--- config.mk ---
export PLATFORM = sky130hd
export DESIGN_NAME = bg_draw_sequencer
export DESIGN_NICKNAME = d
export VERILOG_FILES = /design/src/rtl/bg_draw_sequencer_pkg.sv /design/src/rtl/bg_draw_sequencer_pixel_pipe.sv /design/src/rtl/bg_draw_sequencer.sv
export SDC_FILE = /design/constraint.sdc
export NUM_CORES = 1
export LEC_CHECK = 0
export ABC_AREA = 1
export CORE_MARGIN = 3
export CORE_UTILIZATION = 55
export CTS_BUF_LIST = sky130_fd_sc_hd__clkbuf_8
export CTS_CLUSTER_DIAMETER = 120
export CTS_CLUSTER_SIZE = 8
export DETAILED_ROUTE_END_ITERATION = 7
export DONT_BUFFER_PORTS = 1
export GPL_ROUTABILITY_DRIVEN = 0
export GPL_TIMING_DRIVEN = 0
export HOLD_SLACK_MARGIN = 0.12
export PLACE_DENSITY = 0.7
export SLEW_MARGIN = 20
export SYNTH_ARGS = -nofsm -noshare
export SYNTH_HDL_FRONTEND = slang
export SYNTH_HIERARCHICAL = 1
export SYNTH_SLANG_ARGS = --single-unit
export TNS_END_PERCENT = 50
--- constraint.sdc ---
create_clock -name clk -period 1.69 [get_ports clk]
set_clock_uncertainty 0.2 [all_clocks]
set_input_delay 0.338 -clock clk [delete_from_list [all_inputs] [get_ports clk]]
set_output_delay 0.338 -clock clk [all_outputs]
set_load 0.05 [all_outputs]
--- src/rtl/bg_draw_sequencer_pkg.sv ---
// Shared screen geometry, colour width and sequencer state encoding for the
// background draw path.
package bg_draw_sequencer_pkg;

   localparam int unsigned SCREEN_W        = 160;
   localparam int unsigned SCREEN_H        = 120;
   localparam int unsigned SCREEN_COLOUR_W = 12;

   // Wide enough to count a DRAIN of up to ROM_LATENCY=3 extra cycles
   localparam int unsigned DRAIN_CNT_W = 2;

   typedef enum logic [1:0] {
      ST_IDLE  = 2'd0,
      ST_SCAN  = 2'd1,
      ST_DRAIN = 2'd2,
      ST_DONE  = 2'd3
   } state_t;

endpackage

--- src/rtl/bg_draw_sequencer_pixel_pipe.sv ---
// Delay line that carries {valid, x, y} of each issued ROM address so it
// lines up with the ROM's registered read data.
module bg_draw_sequencer_pixel_pipe #(
   parameter int unsigned DEPTH = 1,
   parameter int unsigned X_W   = 8,
   parameter int unsigned Y_W   = 8
) (
   input  logic           clk,
   input  logic           resetn,
   input  logic           flush,
   input  logic           push_valid,
   input  logic [X_W-1:0] push_x,
   input  logic [Y_W-1:0] push_y,
   output logic           tap_valid,
   output logic [X_W-1:0] tap_x,
   output logic [Y_W-1:0] tap_y
);

   logic [DEPTH-1:0] valid_q;
   logic [X_W-1:0]   x_q [DEPTH];
   logic [Y_W-1:0]   y_q [DEPTH];

   // A flush kills every in-flight pixel, including the one being pushed
   always_ff @(posedge clk or negedge resetn) begin
      if (!resetn) begin
         valid_q <= '0;
         for (int i = 0; i < int'(DEPTH); i++) begin
            x_q[i] <= '0;
            y_q[i] <= '0;
         end
      end else begin
         valid_q[0] <= push_valid & ~flush;
         x_q[0]     <= push_x;
         y_q[0]     <= push_y;
         for (int i = 1; i < int'(DEPTH); i++) begin
            valid_q[i] <= valid_q[i-1] & ~flush;
            x_q[i]     <= x_q[i-1];
            y_q[i]     <= y_q[i-1];
         end
      end
   end

   assign tap_valid = valid_q[DEPTH-1];
   assign tap_x     = x_q[DEPTH-1];
   assign tap_y     = y_q[DEPTH-1];

endmodule

--- src/rtl/bg_draw_sequencer.sv ---
// Full-frame raster sequencer: walks a colour ROM in raster order and replays
// each pixel as one plot strobe to the VGA adapter.
module bg_draw_sequencer
   import bg_draw_sequencer_pkg::*;
#(
   parameter int unsigned         WIDTH       = SCREEN_W,
   parameter int unsigned         HEIGHT      = SCREEN_H,
   parameter int unsigned         X_W         = 8,
   parameter int unsigned         Y_W         = 8,
   parameter int unsigned         ADDR_W      = 15,
   parameter int unsigned         COLOUR_W    = SCREEN_COLOUR_W,
   parameter int unsigned         ROM_LATENCY = 1,
   parameter int unsigned         USE_KEY     = 0,
   parameter logic [COLOUR_W-1:0] KEY_COLOUR  = '0
) (
   input  logic                clk,
   input  logic                resetn,
   input  logic                start,
   input  logic                abort,
   output logic [ADDR_W-1:0]   rom_addr,
   input  logic [COLOUR_W-1:0] rom_q,
   output logic [X_W-1:0]      x,
   output logic [Y_W-1:0]      y,
   output logic [COLOUR_W-1:0] colour,
   output logic                plot,
   output logic                busy,
   output logic                done
);

   state_t                 state;
   state_t                 state_nxt;
   logic [X_W-1:0]         col;
   logic [Y_W-1:0]         row;
   logic [DRAIN_CNT_W-1:0] drain_cnt;

   logic                   col_last_c;
   logic                   last_issue_c;
   logic                   issue_c;
   logic                   flush_c;
   logic                   key_hit_c;

   logic                   tap_valid;
   logic [X_W-1:0]         tap_x;
   logic [Y_W-1:0]         tap_y;

   assign col_last_c   = (col == X_W'(WIDTH - 1));
   assign last_issue_c = col_last_c && (row == Y_W'(HEIGHT - 1));
   assign issue_c      = (state == ST_SCAN) && !abort;
   assign flush_c      = abort && ((state == ST_SCAN) || (state == ST_DRAIN));
   assign key_hit_c    = (USE_KEY != 0) && (rom_q == KEY_COLOUR);

   always_ff @(posedge clk or negedge resetn) begin
      if (!resetn) state <= ST_IDLE;
      else         state <= state_nxt;
   end

   always_comb begin
      state_nxt = state;
      case (state)
         ST_IDLE:  if (start) state_nxt = ST_SCAN;
         ST_SCAN: begin
            if (abort)             state_nxt = ST_IDLE;
            else if (last_issue_c) state_nxt = ST_DRAIN;
         end
         ST_DRAIN: begin
            if (abort)                                        state_nxt = ST_IDLE;
            else if (drain_cnt == DRAIN_CNT_W'(ROM_LATENCY)) state_nxt = ST_DONE;
         end
         ST_DONE:  state_nxt = ST_IDLE;
         default:  state_nxt = ST_IDLE;
      endcase
   end

   // Address/counter walk; the address is bumped incrementally alongside col/row
   always_ff @(posedge clk or negedge resetn) begin
      if (!resetn) begin
         rom_addr  <= '0;
         col       <= '0;
         row       <= '0;
         drain_cnt <= '0;
      end else begin
         case (state)
            ST_IDLE: begin
               if (start) begin
                  rom_addr <= '0;
                  col      <= '0;
                  row      <= '0;
               end
            end
            ST_SCAN: begin
               drain_cnt <= '0;
               if (!abort && !last_issue_c) begin
                  rom_addr <= rom_addr + ADDR_W'(1);
                  if (col_last_c) begin
                     col <= '0;
                     row <= row + Y_W'(1);
                  end else begin
                     col <= col + X_W'(1);
                  end
               end
            end
            ST_DRAIN: drain_cnt <= drain_cnt + DRAIN_CNT_W'(1);
            default: ;
         endcase
      end
   end

   bg_draw_sequencer_pixel_pipe #(
      .DEPTH (ROM_LATENCY),
      .X_W   (X_W),
      .Y_W   (Y_W)
   ) u_pixel_pipe (
      .clk        (clk),
      .resetn     (resetn),
      .flush      (flush_c),
      .push_valid (issue_c),
      .push_x     (col),
      .push_y     (row),
      .tap_valid  (tap_valid),
      .tap_x      (tap_x),
      .tap_y      (tap_y)
   );

   // Adapter-facing registers; keyed pixels still move x/y but never strobe
   always_ff @(posedge clk or negedge resetn) begin
      if (!resetn) begin
         x      <= '0;
         y      <= '0;
         colour <= '0;
         plot   <= 1'b0;
         busy   <= 1'b0;
         done   <= 1'b0;
      end else begin
         plot <= tap_valid && !flush_c && !key_hit_c;
         if (tap_valid && !flush_c) begin
            x      <= tap_x;
            y      <= tap_y;
            colour <= rom_q;
         end
         busy <= (state_nxt == ST_SCAN) || (state_nxt == ST_DRAIN);
         done <= (state_nxt == ST_DONE);
      end
   end

endmodule
==> impl_metrics.json, run 1 <==
{
  "cts_sinks": 83,
  "cts-root-buf": "clkbuf_8",
  "powerDensity_mw_per_mm2": 1510,
  "crit_required_ns": 1.76,
  "use_met3_pct": 6.18,
  "synthCells": 451,
  "grt_max_degree": 84,
  "portBuffers": 0,
  "viasPerCell": 5.14,
  "core_area_mm2": 0.00660,
  "path_clk_slew_ns": 0.09,
  "drv_slew": 0,
  "grt-ovfl-total": 0,
  "fmax_mhz": 545,
  "slew_headroom_pct": 55.4,
  "worstMarginPinSlew_ns": 0.669,
  "dieArea_mm2": 0.00810,
  "p_int_w": 0.00423,
  "netlist_area_mm2": 0.00388,
  "violations": "hold timing, setup timing",
  "initial_core_util_pct": 58.8,
  "yosys_warnings": 6,
  "min_path_type": "primary input to async pin",
  "drc": 0,
  "fp.dieW_um": 90.0,
  "clkLatencyLatePin_ns": 0.34,
  "h-tree-depth": 3,
  "endpoint_kind": "flop",
  "min_period_ns": 1.83,
  "mostFrequentLayoutCell": "nand2_1",
  "antenna_found_initial": 0,
  "syn_to_final_growth_pct": 30.6,
  "critPathLaunchType": "flop",
  "synthTopCellsByArea": "dfrtp_1 (53%), nand2_1 (17%), nor2_1 (3.7%), inv_1 (2.7%), ha_1 (2.6%)",
  "rsz0062_at_grt": "true",
  "vias": 3145,
  "clk_path_buf_depth": 2,
  "final_cell_mix": "nand2_1 (161), dfrtp_1 (68), nor2_1 (32)",
  "yosys.area.top_type": "dfrtp_1",
  "diodes": 0,
  "routed_wl_um": 8780,
  "worst_ir_drop_vdd_mv": 0.994,
  "dpl.hpwl_um": 4920,
  "num-nets-final": 538,
  "hold_slack_ns": -0.519,
  "dieHeight_um": 90.0,
  "syn_area_per_cell_um2": 8.61,
  "finalSetupTns_ns": -3.68,
  "antenna_left": 0,
  "switching_share_pct": 44.6,
  "ys_ff_latch": 83,
  "clock_power_share_pct": 16.8,
  "cap_violations": 0,
  "ios": 62,
  "track_usage_pct": 21.3,
  "rows": 29,
  "comb_power_share_pct": 37.6,
  "seq_power_share_pct": 45.6,
  "hold_viol": 83,
  "grt_busiest_layer": "met2",
  "grt_pass1_wl_um": 14200,
  "p_leak_nw": 2.53,
  "drive_above_1_share_pct": 31.4,
  "setup_ws_ns": -0.145,
  "first_pass_iters": 4,
  "min_period_over_period_pct": 109,
  "cp.arrival_ns": 1.91,
  "grtUsageMet2_pct": 35.6,
  "synth_nets": 475,
  "path_max_fanout": 6,
  "synth_top_area_share_pct": 53.5,
  "first_global_vias": 3012,
  "use_met1_pct": 26.3,
  "cts_buffers": 9,
  "p_switching_w": 0.00341,
  "dr.first_iter.drc_count": 117,
  "total_power_w": 0.00764,
  "setup_viol": 33,
  "seq_area_frac_synth_pct": 53.5,
  "tritoncts": "done",
  "wl_per_cell_um": 14.3,
  "status": "finished, violations left",
  "crit_type": "flop to flop",
  "yosys.cell_types.count": 33
}
[power groups by stage]
stage	clock network (W)	registers [W]	logic, W
2_1_floorplan	0	0.00343	0.00131
3_3_place_gp	0	0.00350	0.00158
3_5_place_dp	0	0.00351	0.00163
4_1_cts	0.00131	0.00347	0.00232
5_1_grt	0.00142	0.00353	0.00311
6_report	0.00128	0.00348	0.00287
[worst max-delay path: stages (launching register included)]
cell	delay, ns
dfrtp_1	0.37
ha_2	0.20
nand2_2	0.08
inv_2	0.07
nand2_2	0.06
nor2_4	0.12
nand2_4	0.08
nand2_4	0.10
nand2_8	0.08
nand2_8	0.12
clkbuf_16	0.17
nand2_4	0.04
o21ai_2	0.06
[area by class of cell]
type / instances / area [um^2]
plain buffers: 11 / 151
clock buffers: 9 / 124
clock inverters: 7 / 52.6
fillers: 427 / 1530
inverters: 33 / 146
multi-input cells: 325 / 1880
flip-flops and latches: 83 / 2100
well taps: 93 / 116
repair buffers: 50 / 492
repair inverters: 1 / 7.51
[sequential cells by signal, indices dropped and copies added (netlist names), 2 cells and up]
register,cells
col,8
colour,12
rom_addr,15
u_pixel_pipe/tap_x,8
row,8
state,2
drain_cnt,2
x,8
u_pixel_pipe/tap_y,8
y,8
[worst paths after layout]
| kind | startpoint | to | slack, ns | cells past startpoint |
|---|---|---|---|---|
| setup / recovery | row[1] | rom_addr[5] | -0.14 | 12 |
| hold / removal | resetn | colour[10] | -0.52 | 0 |
| setup reg to reg | row[1] | rom_addr[5] | -0.14 | 12 |
| hold reg to reg | row[7] | u_pixel_pipe/tap_y[7] | 0.21 | 0 |
| max in group asynchronous | resetn | rom_addr[0] | 1.66 | 0 |
| min in group clk | abort | state[0] | 0.19 | 5 |
[cell families after synthesis]
logic type	share of synthesized area [%]
adder cells (fa/ha/maj)	2.58
AND/OR/NAND/NOR	31.2
AO/OA/AOI/OAI	5.64
flip-flops	53.5
XOR/XNOR	2.03
buffers and inverters	5.09
[repair_timing]
item                                   in CTS  in global routing
hold buffers                               13                  1
gates resized for setup                    56                 41
setup endpoints to repair                  63                 54
pin swaps                                   9                 18
endpoints found under the hold margin     103                 90
cloned                                      1                  4
setup buffers                              23                 10
[stage by stage]
step	instance area (um^2)	cells	utilization, %	setup slack [ns]
finish	5070	612	76.8	-0.145
global route	5070	612	76.8	-0.254
CTS	4770	597	72.2	-0.120
detailed placement	4050	544	61.4	-0.351
global placement	4050	544	61.4	-0.300
floorplan	3940	451	-	-0.0959
[per-layer routing]
metal / part of all wire [%] / vias to the layer above
met5: 0 / -
met4: 1.2 / 0
met3: 6.2 / 10
met2: 50 / 94
met1: 43 / 1493
li1: - / 1548
[synth_stat cells (all sizes together)]
| library cell | count |
|---|---|
| nor3 | 1 |
| o21ai | 20 |
| clkbuf | 4 |
| nand3b | 2 |
| o22ai | 1 |
| nand2 | 195 |
| ha | 8 |
| buf | 7 |
| xnor2 | 2 |
| nand4 | 13 |
| nand3 | 19 |
| or2 | 4 |
| inv | 33 |
| a31oi | 2 |
| dfrtp | 83 |
| nor2 | 42 |
| a21oi | 5 |
| xor2 | 7 |
| o21bai | 3 |
Power figures use the tool's default switching activity.
==> run 2: changes to the inputs <==
- ABC_AREA: 1 -> 0
==> run 2 against run 1 <==
Critical path depth decreased by 7. Final cell count is 25% lower. Sequential share of layout area shrank 0.45 points. Non-clock buffer count is 10 higher. Die area fell by 4.4%. Worst hold slack got worse by 0.012 ns. The run still ends with hold timing, setup timing left. Combinational power fell by 10%. Fmax decreased by 14%. Power grew 4.2%. Count of clock-buffer cells in the layout stayed put. Design area is 1.4% higher.
==> impl_metrics.json, run 2 <==
{
  "status": "finished, violations left",
  "violations": "hold timing, setup timing",
  "crit_required_ns": 1.73,
  "cap_violations": 0,
  "syn_to_final_growth_pct": 39.0,
  "worst_ir_drop_vdd_mv": 1.14,
  "powerDensity_mw_per_mm2": 1550,
  "switching_share_pct": 41.1,
  "top_regs": "rom_addr: 15 flops, colour: 12 flops",
  "min_path_type": "primary input to async pin",
  "synth_common_cells": "dfrtp_1 (83), mux2_2 (28), nand2_1 (16)",
  "slew_headroom_pct": 60.8,
  "comb_power_share_pct": 32.3,
  "p_switching_w": 0.00327,
  "p_leak_nw": 2.29,
  "core_area_mm2": 0.00642,
  "min_period_ns": 2.13,
  "crit_type": "flop to flop",
  "rsz0062_at_grt": "true",
  "path_max_fanout": 5,
  "dpl.hpwl_um": 4910,
  "clk_path_buf_depth": 2,
  "p_int_w": 0.00469,
  "pre_cts_slack_ns": -0.623,
  "critPathLaunchType": "flop",
  "cts-root-buf": "clkbuf_8",
  "seqCellArea_mm2": 0.00211,
  "hold_buffers": 14,
  "synthCells": 305,
  "yosys.cell_types.count": 57,
  "viasPerCell": 6.29,
  "instances_no_fill": 458,
  "cts_buffers": 9,
  "drc": 0,
  "synth_flop_cell": "dfrtp_1",
  "drv_slew": 0,
  "seq_power_share_pct": 48.4,
  "endpoint_kind": "flop",
  "fmax_mhz": 469,
  "cts_sinks": 83,
  "multi_input_area_mm2": 0.00191,
  "routed_wl_um": 9630,
  "cp.arrival_ns": 2.17,
  "vias": 2882,
  "setup_ws_ns": -0.442,
  "clock_power_share_pct": 19.4,
  "setup_viol": 63,
  "ios": 62,
  "largest_register": "rom_addr",
  "num-nets-final": 401,
  "grt_pass1_wl_um": 14900,
  "ys_ff_latch": 83,
  "wl_per_cell_um": 21.0,
  "portBuffers": 0,
  "synth_edf_count": 0,
  "first_global_vias": 2942,
  "hold_slack_ns": -0.531,
  "dr.first_iter.drc_count": 298,
  "diodes": 0,
  "synth_nets": 329,
  "drive_above_1_share_pct": 43.0,
  "track_usage_pct": 25.5,
  "synth_top_area_share_pct": 56.1,
  "grt_max_degree": 84,
  "num-fill-cells": 337,
  "fp.dieW_um": 88.0,
  "initial_core_util_pct": 57.6,
  "async_reset_ff_share_pct": 100,
  "place_inst": 382,
  "mostFrequentLayoutCell": "dfrtp_1",
  "finalSetupTns_ns": -17.01,
  "hold_viol": 83,
  "tritoncts": "done",
  "yosys.area.top_type": "dfrtp_1",
  "yosysMostFrequentCell": "dfrtp_1",
  "seq_area_frac_synth_pct": 56.1,
  "synthTopCellsByArea": "dfrtp_1 (56%), mux2_2 (8.5%), ha_1 (2.7%), a221o_1 (2.4%), a31oi_1 (1.9%)",
  "antenna_left": 0,
  "syn_area_per_cell_um2": 12.1,
  "largest_reg_flops": 15,
  "netlist_area_mm2": 0.00370,
  "rows": 29,
  "dieArea_mm2": 0.00775,
  "h-tree-depth": 3,
  "dieHeight_um": 88.0,
  "yosys_warnings": 6,
  "first_pass_iters": 4,
  "total_power_w": 0.00796,
  "worstMarginPinSlew_ns": 0.587,
  "min_period_over_period_pct": 126,
  "antenna_found_initial": 0,
  "final_cell_mix": "dfrtp_1 (67), buf_4 (35), mux2_4 (28)",
  "clkLatencyLatePin_ns": 0.35,
  "path_clk_slew_ns": 0.08,
  "grt-ovfl-total": 0
}
run 2: changes by cell type after synthesis, moves of 6 or more:
cell	delta
nand2_2	-12
o21ai_2	-11
a31oi_1	+9
nor2_1	-29
inv_1	-17
a221o_1	+9
o21ai_0	+7
mux2_2	+28
nand2_1	-163
and3_1	+7
xor2_1	-6
run 2: layer usage:
layer	up-vias	track usage [%]	part of all wire, %
met1	1465	32.3	41
met5	-	0	0
li1	1293	-	-
met3	17	5.08	6.2
met2	107	42.5	51
met4	0	11.3	1.8
run 2: layout make-up:
type / count / share of cell area, %
Clock buffer: 9 / 2.41
Multi-Input combinational cell: 200 / 37.2
Buffer: 10 / 2.73
Clock inverter: 6 / 1.75
Timing Repair Buffer: 61 / 12.2
Tap cell: 77 / 1.87
Sequential cell: 83 / 41.0
Inverter: 12 / 0.925
run 2: path summary, 6_finish.rpt:
| kind | start | to | slack (ns) | depth (start not counted) |
|---|---|---|---|---|
| worst max register to register | rom_addr[0] | rom_addr[14] | -0.44 | 5 |
| worst max-delay path | rom_addr[0] | rom_addr[14] | -0.44 | 5 |
| worst min register to register | col[7] | u_pixel_pipe/tap_x[7] | 0.24 | 0 |
| worst min-delay path | resetn | colour[0] | -0.53 | 0 |
| min in group clk | start | state[0] | 0.11 | 2 |
| max in group asynchronous | resetn | col[1] | 1.66 | 0 |
run 2: kinds of logic after synthesis:
| kind of cell | after synthesis | synth area share, % |
|---|---|---|
| AOI/OAI and AO/OA | 62 | 12.2 |
| xor gates and xnor gates | 2 | 0.474 |
| adders and majority gates | 8 | 2.71 |
| buffers and inverters | 23 | 2.98 |
| DFF | 83 | 56.1 |
| muxes | 30 | 9.06 |
| and+or+nand+nor | 97 | 16.5 |
run 2: power by group through the flow:
stage                     Clock [W]  Combinational (W)  Sequential, W
after floorplan                   0            0.00128        0.00375
after global placement            0            0.00151        0.00384
after detailed placement          0            0.00155        0.00386
after CTS                   0.00156            0.00235        0.00381
after global routing        0.00165            0.00274        0.00392
final                       0.00154            0.00257        0.00385
run 2: metrics by stage:
step | cell area (um^2) | utilization (%)
after floorplan | 3900 | -
after global placement | 4000 | 62.3
after detailed placement | 4000 | 62.3
after CTS | 5010 | 77.9
after global routing | 5140 | 80.1
final | 5140 | 80.1
run 2: worst max-delay path, stage by stage (launching register included):
cell     delay (ns)
dfrtp_4        0.56
ha_4           0.17
and4_4         0.22
or4b_4         0.46
and4_4         0.19
a211o_1        0.21
run 2: timing repair:
item,4_1_cts,5_1_grt
endpoints found under the setup margin,64,63
pin swaps,26,16
gates resized for setup,62,20
hold endpoints to repair,100,83
setup buffers,37,8
cloned,4,0
==> run 3: changes to the inputs <==
- CELL_PAD_IN_SITES_DETAIL_PLACEMENT: not set -> 1
- CELL_PAD_IN_SITES_GLOBAL_PLACEMENT: not set -> 2
- CORE_UTILIZATION: 55 -> 39
- PLACE_DENSITY: 0.7 -> 0.75
- SYNTH_HIERARCHICAL: 1 -> not set
==> run 3 against run 2 <==
The run still ends with hold timing, setup timing left. Non-clock buffer count grew 2. Count of clock-buffer cells in the layout is the same. Setup slack lost 0.027 ns. Design area shrank 2.3%. Largest cell class unchanged. Combinational power shrank 8.6%. Final cell count grew 8.3%. Routed wire length grew 4.2%. Register-to-register slack lost 0.03 ns. Via count shrank 3.2%. Fmax shrank 1.3%.
==> impl_metrics.json, run 3 <==
{
  "status": "finished, violations left",
  "violations": "hold timing, setup timing",
  "drive_above_1_share_pct": 47.9,
  "path_clk_slew_ns": 0.10,
  "routed_wl_um": 10000,
  "dieArea_mm2": 0.0104,
  "path_max_fanout": 7,
  "p_leak_nw": 2.21,
  "final_cell_mix": "dfrtp_1 (70), buf_4 (38), nand2_1 (25)",
  "clkLatencyLatePin_ns": 0.36,
  "antenna_left": 0,
  "worst_ir_drop_vdd_mv": 0.836,
  "hold_viol": 83,
  "yosys.area.top_type": "dfrtp_1",
  "cts_sinks": 83,
  "viasPerCell": 5.62,
  "setup_ws_ns": -0.470,
  "portBuffers": 0,
  "p_int_w": 0.00444,
  "fmax_mhz": 463,
  "rows": 34,
  "synthTopCellsByArea": "dfrtp_1 (58%), mux2_2 (8.8%), nand2_1 (4.0%), o21ai_0 (3.5%), ha_1 (2.8%)",
  "min_period_over_period_pct": 128,
  "cap_violations": 0,
  "cts-root-buf": "clkbuf_8",
  "seq_power_share_pct": 48.8,
  "vias": 2789,
  "h-tree-depth": 3,
  "min_path_type": "primary input to async pin",
  "comb_power_share_pct": 30.3,
  "syn_to_final_growth_pct": 40.3,
  "synth_nets": 330,
  "first_pass_iters": 4,
  "yosys_warnings": 0,
  "largest_reg_flops": 15,
  "ios": 62,
  "crit_type": "flop to flop",
  "powerDensity_mw_per_mm2": 1540,
  "slew_headroom_pct": 59.5,
  "track_usage_pct": 19.3,
  "hold_slack_ns": -0.534,
  "ys_ff_latch": 83,
  "fp.dieW_um": 102,
  "worstMarginPinSlew_ns": 0.607,
  "cts_buffers": 9,
  "cp_slowest_cell": "dfrtp_1",
  "initial_core_util_pct": 40.6,
  "endpoint_kind": "flop",
  "synth_common_cells": "dfrtp_1 (83), nand2_1 (38), mux2_2 (28)",
  "switching_share_pct": 42.8,
  "synth_top_area_share_pct": 58.0,
  "grt_pass1_wl_um": 15400,
  "cp.arrival_ns": 2.23,
  "setup_viol": 63,
  "tritoncts": "done",
  "utilization_pct": 57.0,
  "top_regs": "rom_addr: 15 flops, colour: 12 flops",
  "seq_area_frac_synth_pct": 58.0,
  "core_area_mm2": 0.00881,
  "synth_edf_count": 0,
  "wl_per_cell_um": 20.2,
  "syn_area_per_cell_um2": 11.7,
  "antenna_found_initial": 0,
  "pre_cts_slack_ns": -0.679,
  "clk_path_buf_depth": 2,
  "drc": 0,
  "min_period_ns": 2.16,
  "grt_max_degree": 84,
  "num-fill-cells": 895,
  "num-nets-final": 407,
  "mostFrequentLayoutCell": "dfrtp_1",
  "clock_power_share_pct": 20.9,
  "netlist_area_mm2": 0.00358,
  "yosysMostFrequentCell": "dfrtp_1",
  "p_switching_w": 0.00332,
  "grt-ovfl-total": 0,
  "crit_required_ns": 1.76,
  "dr.first_iter.drc_count": 97,
  "dpl.hpwl_um": 5340,
  "synthCells": 306,
  "async_reset_ff_share_pct": 100,
  "cp-startpoint": "col[1]",
  "hold_buffers": 13,
  "max_stage_delay_ns": 0.42,
  "drv_slew": 0,
  "rsz0062_at_grt": "true",
  "diodes": 0,
  "yosys.cell_types.count": 51,
  "first_global_vias": 2993,
  "largest_register": "rom_addr",
  "synth_flop_cell": "dfrtp_1",
  "critPathLaunchType": "flop",
  "reg2reg_from": "col[1]",
  "dieHeight_um": 102,
  "worstPathCellList": "ha_4, and3_4, nand4_1, buf_4, a21oi_4, buf_4, o21ai_0, o21ai_0",
  "finalSetupTns_ns": -15.69
}
## run 3: cell count changes after synthesis, sizes merged, moves of 5 or more
cell,delta
nand2,+22
o21ai,+11
a31oi,-10
a221o,-8
and4,-6
nand3,+5
## run 3: per-layer routing
metal	vias to the layer above	track usage (%)	share of wire [%]
met2	73	32.0	50
met3	11	6.27	5.6
met4	0	5.21	1.2
li1	1269	-	-
met5	-	0	0
met1	1436	24.3	43
## run 3: cell type report
class                           instances  area, um^2  area share [%]
Tap cell                              108         135            2.69
Buffer                                  7        80.1            1.59
Inverter                                8        33.8           0.673
Sequential cell                        83        2100            41.8
Clock inverter                          7        98.8            1.97
Multi-Input combinational cell        208        1840            36.6
Timing Repair Buffer                   66         609            12.1
Clock buffer                            9         124            2.47
## run 3: worst max-delay path, delay by kind of cell (launching register included)
kind                     cells  cell delay, ns
buffers and inverters        2            0.39
adder cells (fa/ha/maj)      1            0.16
AO/OA/AOI/OAI                3            0.48
flip-flops                   1            0.42
AND/OR/NAND/NOR              2            0.42
## run 3: per-stage QoR
stage	hold slack (ns)	cells	total power [W]	area (um^2)
after floorplan	-0.158	306	0.00471	3660
after global placement	-0.155	414	0.00505	3800
after detailed placement	-0.155	414	0.00510	3800
after CTS	-0.552	483	0.00736	4740
after global routing	-0.564	496	0.00816	5020
final	-0.534	496	0.00775	5020
## run 3: timing repair
action                                  CTS  global route
pin swaps                                34            21
setup buffers                            39            13
endpoints found under the setup margin   64            63
endpoints found under the hold margin    97            83
cloned                                    3             0
resized for setup                        78            48
## run 3: path summary, 6_finish.rpt
kind	end	slack [ns]	depth (start not counted)
max in group asynchronous	col[4]	1.70	0
hold / removal	colour[9]	-0.53	0
min in group clk	plot	0.16	3
setup reg to reg	col[7]	-0.47	8
hold reg to reg	u_pixel_pipe.tap_x[7]	0.24	0
setup / recovery	col[7]	-0.47	8
## run 3: power groups by stage
stage	Sequential (W)	Clock (W)	Combinational, W
after global routing	0.00385	0.00177	0.00254
after detailed placement	0.00377	0	0.00134
after floorplan	0.00367	0	0.00104
final	0.00378	0.00162	0.00235
after global placement	0.00375	0	0.00130
after CTS	0.00374	0.00165	0.00196
## run 3: cell families (layout without fill, tap and decap cells)
family | Yosys count | count (layout) | synth area share [%]
DFF | 83 | 83 | 58.0
AOI/OAI and AO/OA | 62 | 63 | 12.3
buffers and inverters | 16 | 97 | 1.85
muxes | 29 | 29 | 9.09
adders and majority gates | 8 | 8 | 2.80
xor gates and xnor gates | 2 | 2 | 0.490
and+or+nand+nor | 106 | 106 | 15.5
